<file path="config.mk">
export PLATFORM = sky130hd
export DESIGN_NAME = regfile_write_buffer
export DESIGN_NICKNAME = d
export VERILOG_FILES = /design/src/rtl/regfile_write_buffer.sv
export SDC_FILE = /design/constraint.sdc
export NUM_CORES = 1
export LEC_CHECK = 0
export BUFFER_PORTS_ARGS = -buffer_cell sky130_fd_sc_hd__clkbuf_2
export CAP_MARGIN = 25
export CORE_ASPECT_RATIO = 1.5
export CORE_MARGIN = 2
export CORE_UTILIZATION = 60
export CTS_CLUSTER_SIZE = 12
export DETAILED_ROUTE_END_ITERATION = 10
export PLACE_DENSITY = 0.83
export SETUP_SLACK_MARGIN = 0.1
export SLEW_MARGIN = 15
export SYNTH_ARGS = -nofsm -noshare
export SYNTH_HDL_FRONTEND = slang
export SYNTH_SLANG_ARGS = --single-unit
</file>
<file path="constraint.sdc">
create_clock -name clock -period 5.7 [get_ports clock]
set_input_delay 0.57 -clock clock [delete_from_list [all_inputs] [get_ports clock]]
set_output_delay 0.57 -clock clock [all_outputs]
set_load 0.01 [all_outputs]
</file>
<file path="src/rtl/regfile_write_buffer.sv">
`default_nettype none
// ============================================================================
// Module : regfile_write_buffer
// Desc   : Writeback FIFO draining into the register file write port, with
//          two combinational bypass lookups over pending entries.
// Rev    : 1.0  initial release
// ============================================================================
module regfile_write_buffer #(
    parameter int DEPTH  = 4,
    parameter int ADDR_W = 4,
    parameter int DATA_W = 32
) (
    input  logic                        clock,
    input  logic                        reset,
    input  logic                        inValid,
    output logic                        inReady,
    input  logic [ADDR_W-1:0]           inRegister,
    input  logic [DATA_W-1:0]           inData,
    input  logic                        drainEnable,
    output logic                        regWrite,
    output logic [ADDR_W-1:0]           writeRegister,
    output logic [DATA_W-1:0]           writeData,
    input  logic [ADDR_W-1:0]           lookupRegister1,
    input  logic [ADDR_W-1:0]           lookupRegister2,
    output logic                        lookupHit1,
    output logic                        lookupHit2,
    output logic [DATA_W-1:0]           lookupData1,
    output logic [DATA_W-1:0]           lookupData2,
    output logic [$clog2(DEPTH):0]      count,
    output logic                        empty
);

    localparam int c_PTR_W = $clog2(DEPTH);
    localparam int c_CNT_W = c_PTR_W + 1;

    logic [ADDR_W-1:0]  r_reg_mem  [DEPTH];
    logic [DATA_W-1:0]  r_data_mem [DEPTH];
    logic [c_PTR_W-1:0] r_wptr;
    logic [c_PTR_W-1:0] r_rptr;
    logic [c_CNT_W-1:0] r_count;

    logic               w_full;
    logic               w_empty;
    logic               w_push;
    logic               w_pop;

    logic [c_PTR_W-1:0] w_age_idx [DEPTH];
    logic [DEPTH-1:0]   w_age_vld;

    assign w_empty = (r_count == '0);
    assign w_full  = (r_count == c_CNT_W'(DEPTH));

    // Full blocks acceptance even when a pop happens in the same cycle.
    assign inReady  = !w_full && !reset;
    assign w_push   = inValid && inReady;
    assign regWrite = !w_empty && drainEnable;
    assign w_pop    = regWrite;

    assign writeRegister = r_reg_mem[r_rptr];
    assign writeData     = r_data_mem[r_rptr];
    assign count         = r_count;
    assign empty         = w_empty;

    always_ff @(posedge clock) begin
        if (w_push) begin
            r_reg_mem[r_wptr]  <= inRegister;
            r_data_mem[r_wptr] <= inData;
        end
    end

    always_ff @(posedge clock) begin
        if (reset) begin
            r_wptr  <= '0;
            r_rptr  <= '0;
            r_count <= '0;
        end else begin
            if (w_push) begin
                r_wptr <= r_wptr + 1'b1;
            end
            if (w_pop) begin
                r_rptr <= r_rptr + 1'b1;
            end
            case ({w_push, w_pop})
                2'b10:   r_count <= r_count + 1'b1;
                2'b01:   r_count <= r_count - 1'b1;
                default: r_count <= r_count;
            endcase
        end
    end

    // Slot holding the k-th oldest pending entry; validity comes from count,
    // so stale contents after reset can never hit.
    for (genvar k = 0; k < DEPTH; k++) begin : g_age
        assign w_age_idx[k] = r_rptr + c_PTR_W'(k);
        assign w_age_vld[k] = (c_CNT_W'(k) < r_count);
    end

    for (genvar p = 0; p < 2; p++) begin : g_lookup
        logic [ADDR_W-1:0] w_query;
        logic              w_hit;
        logic [DATA_W-1:0] w_data;

        assign w_query = (p == 0) ? lookupRegister1 : lookupRegister2;

        // Scanning oldest to youngest lets the youngest match win.
        always_comb begin
            w_hit  = 1'b0;
            w_data = '0;
            for (int k = 0; k < DEPTH; k++) begin
                if (w_age_vld[k] && (r_reg_mem[w_age_idx[k]] == w_query)) begin
                    w_hit  = 1'b1;
                    w_data = r_data_mem[w_age_idx[k]];
                end
            end
        end
    end

    assign lookupHit1  = g_lookup[0].w_hit;
    assign lookupData1 = g_lookup[0].w_data;
    assign lookupHit2  = g_lookup[1].w_hit;
    assign lookupData2 = g_lookup[1].w_data;

endmodule
`default_nettype wire

</file>
==> run metrics <==
worst slack, placed 1.427 ns; Sinks on Clock Net 153; Non-Filler Instances 1175; Area Overhead vs Synth 14.43%; DP Area 0.01133 mm²; yosys warns 0; f_max 206.2 MHz; die footprint 0.01863 mm²; nets@finish 1005; delay-heaviest family, CP simple AND/OR/NAND/NOR gates; DR vias 9097; starting density of the core 0.6089; dpl cells 1137; Post-route DRC 0; worst slew pin tran 1.057 ns; initial antenna violation count 1; asr flop ratio synth 0; CP startpoint kind flop; crit path time final 4.850 ns; Final Power 4.914 mW; number of flops mapped to enable cells by yosys 144; Pleak 4.172 nW; Post-Synthesis Cells 842; Synth Flop Type edfxtp_1; Root Buffer clkbuf_16; Mapped Nets 899; Peak supply drop 0.2703 mV; Hold Fails Final Rpt 0; Port Buffers 155; placed wire-length estimate 19780 µm; first-pass GRT wire length 49770 µm; post-synthesis cell type count 42; Hold Path Class in -> reg; pin count of the biggest net entering global routing 61; Clock Latency Late Sink 0.43 ns; CP max FO 52; drt pass-1 iters 6; per-cell routed wire length 27.34 µm; setup ws final 0.8503 ns; GRT Util Overall 0.3398; Die W 112.1 µm; RSZ-0062 raised after global routing no; Die Ht 166.2 µm; Buf+Inv Stages, Crit Path 2; PostCTS Resize Cnt 0; Seq/Total Area, Yosys 0.4282; CTS H-Tree Depth 4; std cell rows 59; maxcap violations 0; CTS tree built; period utilization 0.8508; post-route ant nets 0; Final Max Tran Viols 0; Critical-path top delay cell nand2_1; commonest non-fill, non-tap cells in the layout 155 x clkbuf_2, 144 x edfxtp_1, 80 x mux4_2; Synth Area per Inst 12.49 µm²; Final Instance Area 0.01204 mm²; Setup Buffers After CTS 0; Critical Path End Type primary output; Sum Neg Setup Slack 0 ns; most common library cell in the layout ignoring fill and taps clkbuf_2; Core Region 0.01727 mm²; Final Wtd Congestion 0.9267; hold buffers post-CTS 0; Slew HR 0.2953; TritonCTS buffer count 17; CP required 5.13 ns; clk slew on worst S/H paths 0.07 ns; Congestion Overflow GR 0; Clock Skew 0.008437 ns; synthesized area 0.01052 mm²; synthesized flop and latch total 153; power per cell area 408.2 mW/mm²; Finish-stage setup viols 0; Clock Tree Buf Depth 2; critical path type reg -> out; share of cells above drive strength 1 0.3559; Routed WL 32120 µm; status complete, no violations; worst path cell trace mux4_2, xnor2_1, nand4_2, nand2_1, buf_4, o221a_2, clkbuf_2; Via density 7.742; CP arrival 4.28 ns; number of global-route vias before repair 9093; IO Pins 156; Detailed Route Iter0 Violations 1396; max incr delay on CP 0.81 ns
-- worst reg2reg max path: cells and delay by family, from the launching register on --
family                 cells  cell delay [ns]
AND/OR/NAND/NOR            1             0.07
flip-flops                 1             0.78
buffers and inverters      3             1.52
XOR/XNOR                   1             0.23
-- final cells by class --
| cell class | count | area, µm² |
|---|---|---|
| Antenna cell | 1 | 2.502 |
| Clock buffer | 17 | 425.4 |
| Clock inverter | 15 | 177.7 |
| Fill cell | 1223 | 5238 |
| Inverter | 6 | 22.52 |
| Multi-Input combinational cell | 593 | 5620 |
| Sequential cell | 153 | 4516 |
| Tap cell | 213 | 266.5 |
| Timing Repair Buffer | 177 | 1006 |
-- logic make-up (layout without fill, tap and decap cells) --
logic type	Yosys count	count (layout)	share of synthesized area
other	0	1	0
xor gates and xnor gates	36	36	0.02997
and+or+nand+nor	195	195	0.1029
muxes	116	116	0.2058
AOI/OAI and AO/OA	237	237	0.1797
adders and majority gates	9	9	0.01071
DFF	153	153	0.4282
buffers and inverters	96	215	0.04270
-- report_power, final --
part           internal, mW  switching [mW]  leakage, nW
Combinational         0.971            1.32         2.49
Clock                 0.666           0.508        0.301
Sequential             1.30           0.151         1.38
Total                  2.93            1.98         4.17
-- metrics by stage --
| step | utilization | hold WS (ns) |
|---|---|---|
| final | 0.6968 | 0.3585 |
| after global routing | 0.6968 | 0.3610 |
| after CTS | 0.6907 | 0.3510 |
| after detailed placement | 0.6558 | 0.5781 |
| after global placement | 0.6558 | 0.5432 |
| after floorplan | - | 0.5063 |
-- synthesized netlist by cell type, drive strengths merged (33+ instances only) --
cell type	n	area share
nor3	33	0.017
and2	33	0.020
a21oi	35	0.017
mux4	80	0.17
clkbuf	48	0.017
a221oi	34	0.028
o21ai	36	0.017
buf	42	0.023
o31ai	34	0.026
mux2i	34	0.032
edfxtp	144	0.41
nand4	33	0.020
nand2	39	0.014
-- state kept, by name (all words and copies together), names as in the netlist, named ones only --
signal and flops:
count 3, r_reg_mem 16, r_wptr 2, r_rptr 2
r_data_mem 128
-- worst paths after layout --
| path | startpoint | endpoint | slack (ns) | depth (start not counted) |
|---|---|---|---|---|
| worst max-delay path | r_rptr[1] | lookupData1[27] | 0.85 | 7 |
| worst min-delay path | inData[24] | r_data_mem[0][24] | 0.36 | 1 |
| worst max register to register | r_rptr[1] | flop | 3.00 | 5 |
| worst min register to register | r_wptr[1] | r_wptr[1] | 0.58 | 2 |
-- routing by layer --
metal,GRT usage,share of wire,vias to the layer above
li1,-,-,3731
met1,0.4195,0.33,4380
met2,0.5589,0.50,819
met3,0.06277,0.11,167
met4,0.1978,0.058,0
met5,0,0,-
Note: power is estimated with default switching activity, not from simulation.
